**src/rtl/datapath_seq_pkg.sv**
```systemverilog
// datapath_seq_pkg: shared types, encodings and state-to-control mapping for the datapath sequencer
package datapath_seq_pkg;
    localparam int DW = 16;
    localparam logic [2:0] OP3_MOV  = 3'b110;
    localparam logic [2:0] OP3_ALU  = 3'b101;
    localparam logic [1:0] OP2_MOVI = 2'b10;
    localparam logic [1:0] OP2_MOVR = 2'b00;
    localparam logic [1:0] ALU_ADD  = 2'b00;
    localparam logic [1:0] ALU_SUB  = 2'b01;
    localparam logic [1:0] ALU_AND  = 2'b10;
    localparam logic [1:0] ALU_NOTB = 2'b11;
    localparam logic VSEL_C  = 1'b0;
    localparam logic VSEL_IN = 1'b1;
    typedef enum logic [2:0] {WAIT, DECODE, GET_A, GET_B, EXEC, WB_REG, WB_IMM} state_t;
    typedef enum logic [2:0] {CL_MOVI, CL_MOVR, CL_ALU, CL_CMP, CL_MVN, CL_ILL} cls_t;
    typedef struct packed {
        logic [1:0]    op2;
        logic [2:0]    rn;
        logic [2:0]    rd;
        logic [1:0]    sh;
        logic [2:0]    rm;
        logic [DW-1:0] sximm8;
        cls_t          cls;
    } dec_t;
    typedef struct packed {
        logic [2:0] readnum;
        logic [2:0] writenum;
        logic       loada;
        logic       loadb;
        logic       loadc;
        logic       loads;
        logic       write;
        logic       vsel;
        logic       asel;
        logic [1:0] shift;
        logic [1:0] aluop;
    } ctl_t;
    // Moore control word for a state; MOV reg is A=0 plus B, CMP only updates status
    function automatic ctl_t ctl_of(state_t s, dec_t d);
        ctl_t c = '0;
        case (s)
            GET_A: begin
                c.readnum = d.rn;
                c.loada   = 1'b1;
            end
            GET_B: begin
                c.readnum = d.rm;
                c.loadb   = 1'b1;
            end
            EXEC: begin
                c.shift = d.sh;
                c.aluop = d.cls == CL_MOVR ? ALU_ADD : d.op2;
                c.asel  = d.cls == CL_MOVR;
                c.loadc = d.cls != CL_CMP;
                c.loads = d.cls == CL_CMP;
            end
            WB_REG: begin
                c.write    = 1'b1;
                c.vsel     = VSEL_C;
                c.writenum = d.rd;
            end
            WB_IMM: begin
                c.write    = 1'b1;
                c.vsel     = VSEL_IN;
                c.writenum = d.rn;
            end
            default: ;
        endcase
        return c;
    endfunction
endpackage

```
**src/rtl/datapath_seq_instr_dec.sv**
```systemverilog
// instr_dec: field extraction, sximm8, legality and class of a 16-bit instruction
// ports: instr (in, 16) raw instruction; dec (out, dec_t) decoded fields and class
module instr_dec
    import datapath_seq_pkg::*;
(
    input  logic [15:0] instr,
    output dec_t        dec
);
    logic [2:0] op3;
    logic [1:0] op2;
    assign op3 = instr[15:13];
    assign op2 = instr[12:11];
    always_comb begin
        dec.op2    = op2;
        dec.rn     = instr[10:8];
        dec.rd     = instr[7:5];
        dec.sh     = instr[4:3];
        dec.rm     = instr[2:0];
        dec.sximm8 = {{(DW-8){instr[7]}}, instr[7:0]};
        dec.cls    = op3 == OP3_MOV && op2 == OP2_MOVI ? CL_MOVI :
                     op3 == OP3_MOV && op2 == OP2_MOVR ? CL_MOVR :
                     op3 != OP3_ALU                    ? CL_ILL  :
                     op2 == ALU_SUB                    ? CL_CMP  :
                     op2 == ALU_NOTB                   ? CL_MVN  : CL_ALU;
    end
endmodule

```
**src/rtl/datapath_seq.sv**
```systemverilog
// datapath_seq: multi-cycle controller sequencing the register/ALU/shifter datapath
// ports: clk, reset (sync, active-high); start/instr request; busy, done, illegal status;
//        readnum/writenum, loada/loadb/loadc/loads, write, vsel, asel, bsel, shift, ALUop,
//        datapath_in (sximm8 of the latched instruction) datapath controls
module datapath_seq
    import datapath_seq_pkg::*;
(
    input  logic          clk,
    input  logic          reset,
    input  logic          start,
    input  logic [15:0]   instr,
    output logic          busy,
    output logic          done,
    output logic          illegal,
    output logic [2:0]    readnum,
    output logic [2:0]    writenum,
    output logic          loada,
    output logic          loadb,
    output logic          loadc,
    output logic          loads,
    output logic          write,
    output logic          vsel,
    output logic          asel,
    output logic          bsel,
    output logic [1:0]    shift,
    output logic [1:0]    ALUop,
    output logic [DW-1:0] datapath_in
);
    state_t        state, nxt;
    logic [15:0]   ir, nir;
    dec_t          dec;
    ctl_t          ctl;
    logic          fin;
    logic [DW-1:0] dp_in;
    // Decoding the next instruction register lets the controls be registered from the next state
    assign nir = state == WAIT && start ? instr : ir;
    instr_dec u_dec (.instr(nir), .dec(dec));
    always_comb begin
        case (state)
            WAIT:    nxt = start ? DECODE : WAIT;
            DECODE:  nxt = dec.cls == CL_MOVI ? WB_IMM :
                           dec.cls == CL_ILL  ? WAIT   :
                           dec.cls == CL_MOVR || dec.cls == CL_MVN ? GET_B : GET_A;
            GET_A:   nxt = GET_B;
            GET_B:   nxt = EXEC;
            EXEC:    nxt = dec.cls == CL_CMP ? WAIT : WB_REG;
            default: nxt = WAIT;
        endcase
        fin = state == WB_REG || state == WB_IMM ||
              (state == EXEC && dec.cls == CL_CMP) || (state == DECODE && dec.cls == CL_ILL);
    end
    always_ff @(posedge clk) begin
        if (reset) begin
            state   <= WAIT;
            ir      <= '0;
            done    <= 1'b0;
            illegal <= 1'b0;
            ctl     <= '0;
            dp_in   <= '0;
        end else begin
            state   <= nxt;
            ir      <= nir;
            done    <= fin;
            illegal <= state == DECODE && dec.cls == CL_ILL;
            ctl     <= ctl_of(nxt, dec);
            dp_in   <= dec.sximm8;
        end
    end
    assign busy        = state != WAIT;
    assign readnum     = ctl.readnum;
    assign writenum    = ctl.writenum;
    assign loada       = ctl.loada;
    assign loadb       = ctl.loadb;
    assign loadc       = ctl.loadc;
    assign loads       = ctl.loads;
    assign write       = ctl.write;
    assign vsel        = ctl.vsel;
    assign asel        = ctl.asel;
    assign bsel        = 1'b0;
    assign shift       = ctl.shift;
    assign ALUop       = ctl.aluop;
    assign datapath_in = dp_in;
endmodule

```
**config.mk**
```make
export PLATFORM = sky130hd
export DESIGN_NAME = datapath_seq
export DESIGN_NICKNAME = d
export VERILOG_FILES = /design/src/rtl/datapath_seq_pkg.sv /design/src/rtl/datapath_seq_instr_dec.sv /design/src/rtl/datapath_seq.sv
export SDC_FILE = /design/constraint.sdc
export NUM_CORES = 1
export LEC_CHECK = 0
export ABC_CLOCK_PERIOD_IN_PS = 2000
export CORE_MARGIN = 2
export CORE_UTILIZATION = 40
export DETAILED_ROUTE_END_ITERATION = 8
export HOLD_SLACK_MARGIN = 0.03
export PLACE_DENSITY = 0.86
export SYNTH_ARGS = -nofsm -noshare
export SYNTH_HDL_FRONTEND = slang
export SYNTH_SLANG_ARGS = --single-unit
```
**constraint.sdc**
```tcl
create_clock -name clk -period 2 [get_ports clk]
set_input_delay 0.4 -clock clk [delete_from_list [all_inputs] [get_ports clk]]
set_output_delay 0.4 -clock clk [all_outputs]
set_load 0.1 [all_outputs]
```
# After elaboration in Yosys (flattened, before gate mapping)
# Index checks and enable logic that the tools add are counted.
[classes]
reduce_logical = 15
n_shift = 0
n_div = 0
muxes = 17
n_lt_le_gt_ge = 0
add_sub_neg = 0
n_eq_ne = 21
multipliers = 0
bitwise_logic = 1
[op_table]
columns = ["cell", "count"]
rows = [
  ["equality test 3 bit (second input constant)", 9],
  ["two-way mux 3 bit", 7],
  ["two-way mux 16 bit", 1],
  ["equality test 3 x 2 -> 1 bit (second input constant)", 5],
  ["one-hot mux 3 bit (5 select lines)", 1],
  ["one-hot mux 3 bit (2 select lines)", 2],
  ["equality test 3 x 1 -> 1 bit (second input constant)", 2],
  ["logical NOT 3 bit", 2],
  ["logical AND 1 bit", 5],
  ["equality test 2 bit (second input constant)", 2],
  ["logical OR 1 bit", 4],
  ["two-way mux 1 bit", 4],
  ["one-hot mux 2 bit (2 select lines)", 1],
  ["inequality test 3 x 2 -> 1 bit (second input constant)", 1],
  ["inequality test 3 bit (second input constant)", 1],
  ["nonzero test 3 bit", 1],
  ["OR reduction 3 bit", 1],
  ["equality test 2 x 1 -> 1 bit (second input constant)", 1],
  ["logical NOT 2 bit", 1],
  ["two-way mux 2 bit", 1],
  ["OR reduction 2 bit", 1],
  ["inverter 1 bit", 1],
]
[totals]
latch_bits = 0
mem_count = 0
mem_bits_ro = 0
input_bits = 19
elab_cells = 70
regBits = 46
mem_bits_rw = 0
output_inout_bits = 37

# Longest topological paths before layout
# Gate-level depths: netlist of the first run.
[logic_depth]
word_depth = 18
depth_mapped = 7
mapped_depth_nobuf = 5

# Cells and area by module
# From an unflattened synthesis of the first run, not the netlist that was laid out.
[hier_totals]
cells_unflattened = 212
hier_area_um2 = 2265.9
[modules_own_cells]
columns = ["mod", "seq_area_each_um2", "cells_each", "n_inst", "area_per_inst_um2"]
rows = [
  ["datapath_seq", 1081.0, 173, 1, 1968.1],
  ["instr_dec", 0.0, 39, 1, 297.8],
]

# Worst setup path before layout of the first run
# OpenSTA, ideal clock, no wires.
[synth_path]
path_kind = "input port to flip-flop"
from = "input port start"
to = "register ctl (netlist bit readnum[1])"
t_arrival_ps = 1936
n_path_buf = 1
slack_ps = -53
setup_time_ps = 117
path_stages = 6
t_required_ps = 1883
cell_sequence = "or4b_1 -> buf_2 -> mux2i_1 -> nor4b_2 -> or3_4 -> a22o_1"
[synth_via]
elab_chain_cells = 16
word_cells_on_any_way = 30
classes_between = "11 x eq/ne; 13 x mux; 6 x reduce/logical"
[synth_lines]
columns = ["item", "line", "text"]
rows = [
  ["from (decl)", "datapath_seq.sv:10", "input logic start,"],
  ["logical AND 1 bit", "datapath_seq.sv:36", "assign nir = state == WAIT && start ? instr : ir;"],
  ["two-way mux 16 bit", "datapath_seq.sv:36", ""],
  ["equality test 2 bit", "datapath_seq_instr_dec.sv:24", "op2 == ALU_NOTB ? CL_MVN : CL_ALU;"],
  ["two-way mux 3 bit", "datapath_seq_instr_dec.sv:24", ""],
  ["two-way mux 3 bit", "datapath_seq_instr_dec.sv:23", "op2 == ALU_SUB ? CL_CMP :"],
  ["two-way mux 3 bit", "datapath_seq_instr_dec.sv:22", "op3 != OP3_ALU ? CL_ILL :"],
  ["two-way mux 3 bit", "datapath_seq_instr_dec.sv:21", "op3 == OP3_MOV && op2 == OP2_MOVR ? CL_MOVR :"],
  ["two-way mux 3 bit", "datapath_seq_instr_dec.sv:20", "dec.cls = op3 == OP3_MOV && op2 == OP2_MOVI ? CL_MOVI :"],
  ["equality test 3 x 1 -> 1 bit / equality test 3 bit (equally long branches)", "datapath_seq.sv:43", "dec.cls == CL_MOVR || dec.cls == CL_MVN ? GET_B : GET_A;"],
  ["logical OR 1 bit", "datapath_seq.sv:43", ""],
  ["two-way mux 1 bit", "datapath_seq.sv:43", ""],
  ["two-way mux 2 bit", "datapath_seq.sv:42", "dec.cls == CL_ILL ? WAIT :"],
  ["two-way mux 3 bit", "datapath_seq.sv:41", "DECODE: nxt = dec.cls == CL_MOVI ? WB_IMM :"],
  ["one-hot mux 3 bit (5 select lines)", "datapath_seq.sv:39", "case (state)"],
  ["equality test 3 x 2 -> 1 bit", "datapath_seq_pkg.sv:41", "case (s)"],
  ["one-hot mux 3 bit (2 select lines) *", "datapath_seq_pkg.sv:41", ""],
  ["to (signal assigned)", "datapath_seq.sv:65", "ctl <= ctl_of(nxt, dec);"],
  ["to (decl)", "datapath_seq.sv:32", "ctl_t ctl;"],
]
# Every way passes the cells marked *; elsewhere a longest branch is shown, timed or not.
# A chain may end at the register's enable or synchronous reset.

# Worst setup path after layout of the first run
[layout_path]
from = "register state[1]"
to = "register done"
[layout_via]
elab_chain_cells = 13
word_cells_on_any_way = 27
classes_between = "11 x eq/ne; 6 x mux; 10 x reduce/logical"
[layout_lines]
columns = ["item", "line", "text"]
rows = [
  ["from (decl)", "datapath_seq.sv:29", "state_t state, nxt;"],
  ["from (signal assigned)", "datapath_seq.sv:61", "state <= nxt;"],
  ["logical NOT 3 bit", "datapath_seq.sv:36", ""],
  ["logical AND 1 bit", "datapath_seq.sv:36", ""],
  ["two-way mux 16 bit", "datapath_seq.sv:36", ""],
  ["equality test 2 bit", "datapath_seq_instr_dec.sv:24", ""],
  ["two-way mux 3 bit", "datapath_seq_instr_dec.sv:24", ""],
  ["two-way mux 3 bit", "datapath_seq_instr_dec.sv:23", ""],
  ["two-way mux 3 bit", "datapath_seq_instr_dec.sv:22", ""],
  ["two-way mux 3 bit", "datapath_seq_instr_dec.sv:21", ""],
  ["two-way mux 3 bit", "datapath_seq_instr_dec.sv:20", ""],
  ["equality test 3 x 2 -> 1 bit", "datapath_seq.sv:50", "(state == EXEC && dec.cls == CL_CMP) || (state == DECODE && dec.cls == CL_ILL);"],
  ["logical AND 1 bit", "datapath_seq.sv:50", ""],
  ["logical OR 1 bit", "datapath_seq.sv:49", "fin = state == WB_REG || state == WB_IMM ||"],
  ["logical OR 1 bit *", "datapath_seq.sv:50", ""],
  ["to (signal assigned)", "datapath_seq.sv:63", "done <= fin;"],
  ["to (decl)", "datapath_seq.sv:13", "output logic done,"],
]
# Marks and branches as above.

==> results of run 1 <==
synth_stat cells, types with 2 or more instances:
cell type	instances
a21oi_1	16
a22o_1	4
a32o_1	2
buf_4	17
clkbuf_1	8
dfxtp_1	38
inv_1	3
mux2i_1	5
nand2_1	32
nand2b_1	2
nand3_1	3
nor2_1	16
nor2b_1	2
nor3b_1	3
nor4b_1	2
nor4b_2	2
nor4bb_1	3
o21ai_0	2
or3_1	2
or4b_1	2
where the power goes:
part	total (uW)	switching (uW)	internal [uW]
registers	797	17.4	780
logic	453	289	164
clock network	783	283	500
total	2030	590	1440
layer usage:
metal  wire (um)  GRT usage  part of all wire
met1        1598     0.2295              0.39
met2        2069     0.3149              0.50
met3         348    0.05844             0.084
met4         129     0.1275             0.031
met5           0          0                 0
stage by stage:
step / utilization / cell area (um2) / total power (uW)
after detailed placement: 0.5827 / 2331 / 1259
after floorplan: - / 1700 / 1127
after global placement: 0.5827 / 2331 / 1254
after global routing: 0.6262 / 2505 / 2102
final: 0.6262 / 2505 / 2034
after CTS: 0.6209 / 2484 / 2041
area by class of cell:
cell class | count | area (um2) | share of cell area
clock buffers | 5 | 68.82 | 0.02747
clock inverters | 3 | 68.82 | 0.02747
inverters | 3 | 11.26 | 0.004496
multi-input cells | 117 | 777.0 | 0.3102
flip-flops and latches | 38 | 762.0 | 0.3042
well taps | 50 | 62.56 | 0.02498
repair buffers | 78 | 754.5 | 0.3012
registers in the layout, summed over array words and instances, names as in the netlist, 2 cells and up:
signal,flops
ALUop,2
state,3
shift,2
ir,16
writenum,3
readnum,3
critical path: cells and delay by family (launching register included):
family / cells / cell delay (ns)
AOI/OAI and AO/OA: 2 / 0.35
DFF: 1 / 0.32
and+or+nand+nor: 3 / 1.26
how the worst max path moves through the flow:
stage / from / endpoint / slack (ns) / cells past startpoint
floorplan: start / readnum[1] / 0.005 / 7
global placement: start / readnum[2] / -0.49 / 6
detailed placement: start / readnum[2] / -0.54 / 6
CTS: state[2] / done / 0.001 / 5
global route: state[1] / done / -0.05 / 5
finish: state[1] / done / 0.01 / 5
what timing repair did:
action,4_1_cts,5_1_grt
pin swaps,2,7
resized for setup,2,6
endpoints found under the setup margin,12,9
buffers inserted,1,0
hold buffers,0,0
cells by family after synthesis:
family,count (synthesis),share of synthesized area
multiplexers,7,0.05172
other,1,0.002247
buffers and inverters,30,0.1109
AO/OA/AOI/OAI,32,0.1282
flip-flops,38,0.4558
AND/OR/NAND/NOR,77,0.2511
==> impl_results.md, run 1 <==
* H-tree depth at 2
* Fin nets at between 200 and 300
* MaxCap Viol Count at 0
* First-pass GRT wire length at 6727 um
* Vias in the first global route at 1440
* DRT iter0 DRCs at 30
* Final WL at 4145 um
* Total GRT Usage at 0.1975
* DR DRC count at 0
* Clk slew on worst S/H paths at 0.08 ns
* Root Driver: clkbuf_8
* Tcrit/Tclk final at 0.9936
* Pins Over Slew Limit at 0
* Clock Path Buffers at 2
* Post-synth ARST share at 0
* Synth area leader: dfxtp_1
* Syn Inst Count at 185
* Worst R2R Start: state[1]
* CP Class: flip-flop to flip-flop
* Worst path most repeated cell: or4b_4
* CORE AREA at 0.004000 mm2
* Worst R2R Path Depth at 5
* Top FF cell, synth: dfxtp_1
* Worst EP required at between 2 and 2.5 ns
* Largest net degree at the start of global routing at 14
* Max Freq at 503.2 MHz
* Slew @ Worst Pin at 0.6098 ns
* Num ports at 56
* Share of cells above drive strength 1 at 0.3402
* CTS Buf Count at 5
* DR WL/cell at around 14 um
* Setup-failing EPs final at 0
* Synth warn at 0
* PortBufs at 54
* Die height at 68.60 um
* Post-route setup slack at 0.01283 ns
* CP peak stage delay at 0.65 ns
* Worst Skew at between 0.004 and 0.005 ns
* Yosys cell types at 41
* Tmin final at a little under 2 ns
* Most common cell after layout, fill and taps aside: buf_4
* Clock network latency to the later pin of the worst-skew pair at 0.30 ns
* Worst slew margin at 0.5878
* Final Hold Violating Endpoints at 0
* Hold Slack at around 0.48 ns
* Reg2Reg Setup Slack at 0.01 ns
* Area Overhead vs Synth at 50.07%
* Reg-to-reg endpoint: done
* Placer Congestion at approximately 0.94
* Chip width at slightly below 70 um
* Clock tree sinks at 38
* Top cells by area, synth: dfxtp_1, buf_4, nand2_1, a21oi_1, nor2_1
* Cell Count, Final, Fillers Out at 294
* Final HPWL from detailed placement at approximately 3100 um
* Share of the synthesized area in the top cell type at 0.4558
* EDFF count, synth at 0
* Peak supply drop at 0.0005446 V
* Setup_tns at 0 ns
* Sequential fraction of the synthesis area at 0.4558
* CP max-delay cell: or4b_4
* Critical-path cell list: or4b_4, or4b_4, a21o_1, nand2_1, a41o_1
* Syn_nets at 204
* Pre-CTS WS at -0.5447 ns
* Initial core utilization at 0.4173
* Initial antenna violation count at 0
* DR vias at 1540
* Syn Area/Cell at 9.022 um2
* Critical Path AT at 2.23 ns
* Commonest cells after routing, fill and taps aside: buf_4, dfxtp_1, nand2_1, clkdlybuf4s50_1
* Hold endpoint: ir[7]
* Total gr overflow at 0
* FF+latch count, synth at 38
* CP Launch Type: flip-flop
* N_diodes at 0
* Mapped cell area at 0.001669 mm2
* Worst hold path type: flip-flop to flip-flop
* Pleak at 0.001054 uW
* Vias/cell at 5.238
* Worst Hold Depth at 2
* # fillers at 323
* Outcome: complete, no violations
* Hold Crit Start: ir[7]
* Worst-path fanout max at 7
* Die area at approximately 0.0047 mm2
* CTS tree: yes
* CP Capture Type: flip-flop
* Drt first pass iters at 4
* Row count at 23
* Unrepaired setup endpoints after global routing: yes
* Cells after DPL at roughly 290
* Antenna viol nets, final at 0
* PD cells at 811.8 mW/mm2
No activity file was read; power rests on OpenSTA's default activity.
==> run 2: changes to the inputs <==
--- a/config.mk
+++ b/config.mk
@@ -10,7 +10,8 @@
 export CORE_UTILIZATION = 40
 export DETAILED_ROUTE_END_ITERATION = 8
 export HOLD_SLACK_MARGIN = 0.03
-export PLACE_DENSITY = 0.86
+export MAX_ROUTING_LAYER = met4
+export PLACE_DENSITY = 0.84
 export SYNTH_ARGS = -nofsm -noshare
 export SYNTH_HDL_FRONTEND = slang
 export SYNTH_SLANG_ARGS = --single-unit
==> impl_results.md, run 2 (same netlist as run 1, synthesis figures left out) <==
* Outcome: complete, but fails checks
* Failing checks: negative setup slack
* Tmin final at 2.016 ns (+0.02913 ns)
* Area of the multi-input gates at 774.5 um2 (-0.32%)
* Critical-path cell list: or4b_4, or4b_1, a21o_1, nand2_1, a41o_1
* CP max-delay cell: or4b_4
* Slew @ Worst Pin at 0.6868 ns (+0.07700 ns)
* Total GRT Usage at 0.1950 (-0.002470)
* CP Capture Type: flip-flop
* Clock tree sinks at 38 (unchanged)
* Drt first pass iters at 4 (unchanged)
* Worst EP required at 2.24 ns (about the same)
* CP peak stage delay at 0.65 ns (about the same)
* CORE AREA at 0.004000 mm2 (unchanged)
* Cell Count, Final, Fillers Out at 293 (-0.34%)
* Initial core utilization at 0.4173 (unchanged)
* DR WL/cell at 14.06 um (-0.26%)
* Post-CTS Hold Buffers at 0 (unchanged)
* CTS Buf Count at 5 (unchanged)
* Logic pwr share at 0.251 (+0.028)
* Sequential cell area at 763.2 um2 (+0.16%)
* Num ports at 56 (unchanged)
* Int Power at 1219 uW (-16%)
* Worst-path fanout max at 8 (+1)
* Worst slew margin at 0.5303 (-0.05744)
* PortBufs at 54 (unchanged)
* Initial antenna violation count at 0 (unchanged)
* Cells after DPL at 285 (unchanged)
* Unrepaired setup endpoints after global routing: yes
* MaxCap Viol Count at 0 (unchanged)
* Tot Pwr at 1795 uW (-12%)
* Worst Skew at 0.004425 ns (-0.0004022 ns)
* Tcrit/Tclk final at 1.008 (+0.01457)
* CP Launch Type: flip-flop
* Final WL at 4120 um (-0.60%)
* Peak supply drop at 0.0004855 V (-11%)
* Clock Path Buffers at 2 (unchanged)
* CP Class: flip-flop to flip-flop
* Worst hold path type: flip-flop to flip-flop
* Setup-failing EPs final at 1 (+1)
* DRT iter0 DRCs at 36 (+20%)
* Total gr overflow at 0 (unchanged)
* H-tree depth at 2 (unchanged)
* Seq pwr share at 0.445 (+0.053)
* Sw power at 575.6 uW (-2.5%)
* Clock network latency to the later pin of the worst-skew pair at 0.29 ns (about the same)
* CTS tree: yes
* Post-layout util at 0.6134 (-0.01282)
* Placer Congestion at 0.9219 (-1.8%)
* Largest net degree at the start of global routing at 14 (unchanged)
* Vias/cell at 5.031 (-4.0%)
* Root Driver: clkbuf_8
* Final HPWL from detailed placement at 3273 um (+6.6%)
* Setup_tns at -0.01631 ns (-0.01631 ns)
* Clock power frac at 0.305 (-0.080)
* Row count at 23 (unchanged)
* Chip width at 68.60 um (unchanged)
* Buffer count from post-CTS setup fixing at 0 (-1)
* PD cells at 731.6 mW/mm2 (-9.9%)
* First-pass GRT wire length at 6492 um (-3.5%)
* Critical Path AT at 2.25 ns (+0.02 ns)
* Post-route setup slack at -0.01631 ns (-0.02913 ns)
* Max reg flops at 16 (unchanged)
* DR vias at 1474 (-4.3%)
* N_diodes at 0 (unchanged)
* DR DRC count at 0 (unchanged)
* Max Freq at 496.0 MHz (-1.4%)
* Sw Share at 0.3207 (+0.03037)
* Clk slew on worst S/H paths at 0.07 ns (about the same)
* Most common cell after layout, fill and taps aside: buf_4
* Share of cells above drive strength 1 at 0.3333 (-0.006831)
* Die area at 0.004705 mm2 (unchanged)
* Pins Over Slew Limit at 0 (unchanged)
* Vias in the first global route at 1354 (-6.0%)
* Area Overhead vs Synth at 47.00%
* Fin nets at 261 (-0.38%)
* Pleak at 0.001037 uW (-1.6%)
* Die height at 68.60 um (unchanged)
* Biggest register: ir
* # fillers at 346 (+7.1%)
* Antenna viol nets, final at 0 (unchanged)
* Commonest cells after routing, fill and taps aside: buf_4, dfxtp_1, nand2_1, clkdlybuf4s50_1, nor2_1
* Final Hold Violating Endpoints at 0 (unchanged)
[run 2: critical path, delay by kind of cell (launching register included)]
| kind | cells | cell delay, ns |
|---|---|---|
| flops | 1 | 0.33 |
| simple gates | 3 | 1.28 |
| compound gates | 2 | 0.35 |
[run 2: final cells by class]
cell class / instances / area share
clock inverters: 2 / 0.005099
multi-input cells: 117 / 0.3157
inverters: 3 / 0.004590
repair buffers: 77 / 0.3044
flip-flops and latches: 38 / 0.3111
well taps: 50 / 0.02550
clock buffers: 6 / 0.03366
[run 2: what timing repair did]
item / in CTS / in global routing
pin swaps: 6 / 2
resized for setup: 3 / 4
gates cloned: 0 / 0
endpoints found under the setup margin: 12 / 7
[run 2: per-layer routing]
metal	wire, um	track usage	part of all wire	up-vias
li1	-	-	-	736
met1	1764	0.2379	0.43	678
met2	2015	0.3077	0.49	54
met3	286	0.05357	0.069	6
met4	55	0.07250	0.013	0
met5	0	-	0	-
[run 2: through the flow]
step                      setup slack, ns  hold slack (ns)  cell area, um2
after floorplan                  0.005145           0.4267            1700
after global placement            -0.5132           0.4458            2331
after detailed placement          -0.5718           0.4513            2331
after CTS                       -0.004185           0.4658            2435
after global routing             -0.05711           0.5043            2454
final                            -0.01631           0.4650            2454
[run 2: worst paths after layout]
check / from / to / slack (ns) / cells after the start
worst max-delay path: state[2] / done / -0.02 / 5
worst min-delay path: ir[10] / ir[10] / 0.47 / 2
worst max register to register: state[2] / done / -0.02 / 5
worst min register to register: ir[10] / ir[10] / 0.47 / 2
[run 2: power groups by stage]
stage	clock, uW	sequential, uW	combinational (uW)
after floorplan	0	829	298
after global placement	0	814	443
after detailed placement	0	815	447
after CTS	563	798	450
after global routing	599	801	470
final	547	798	450
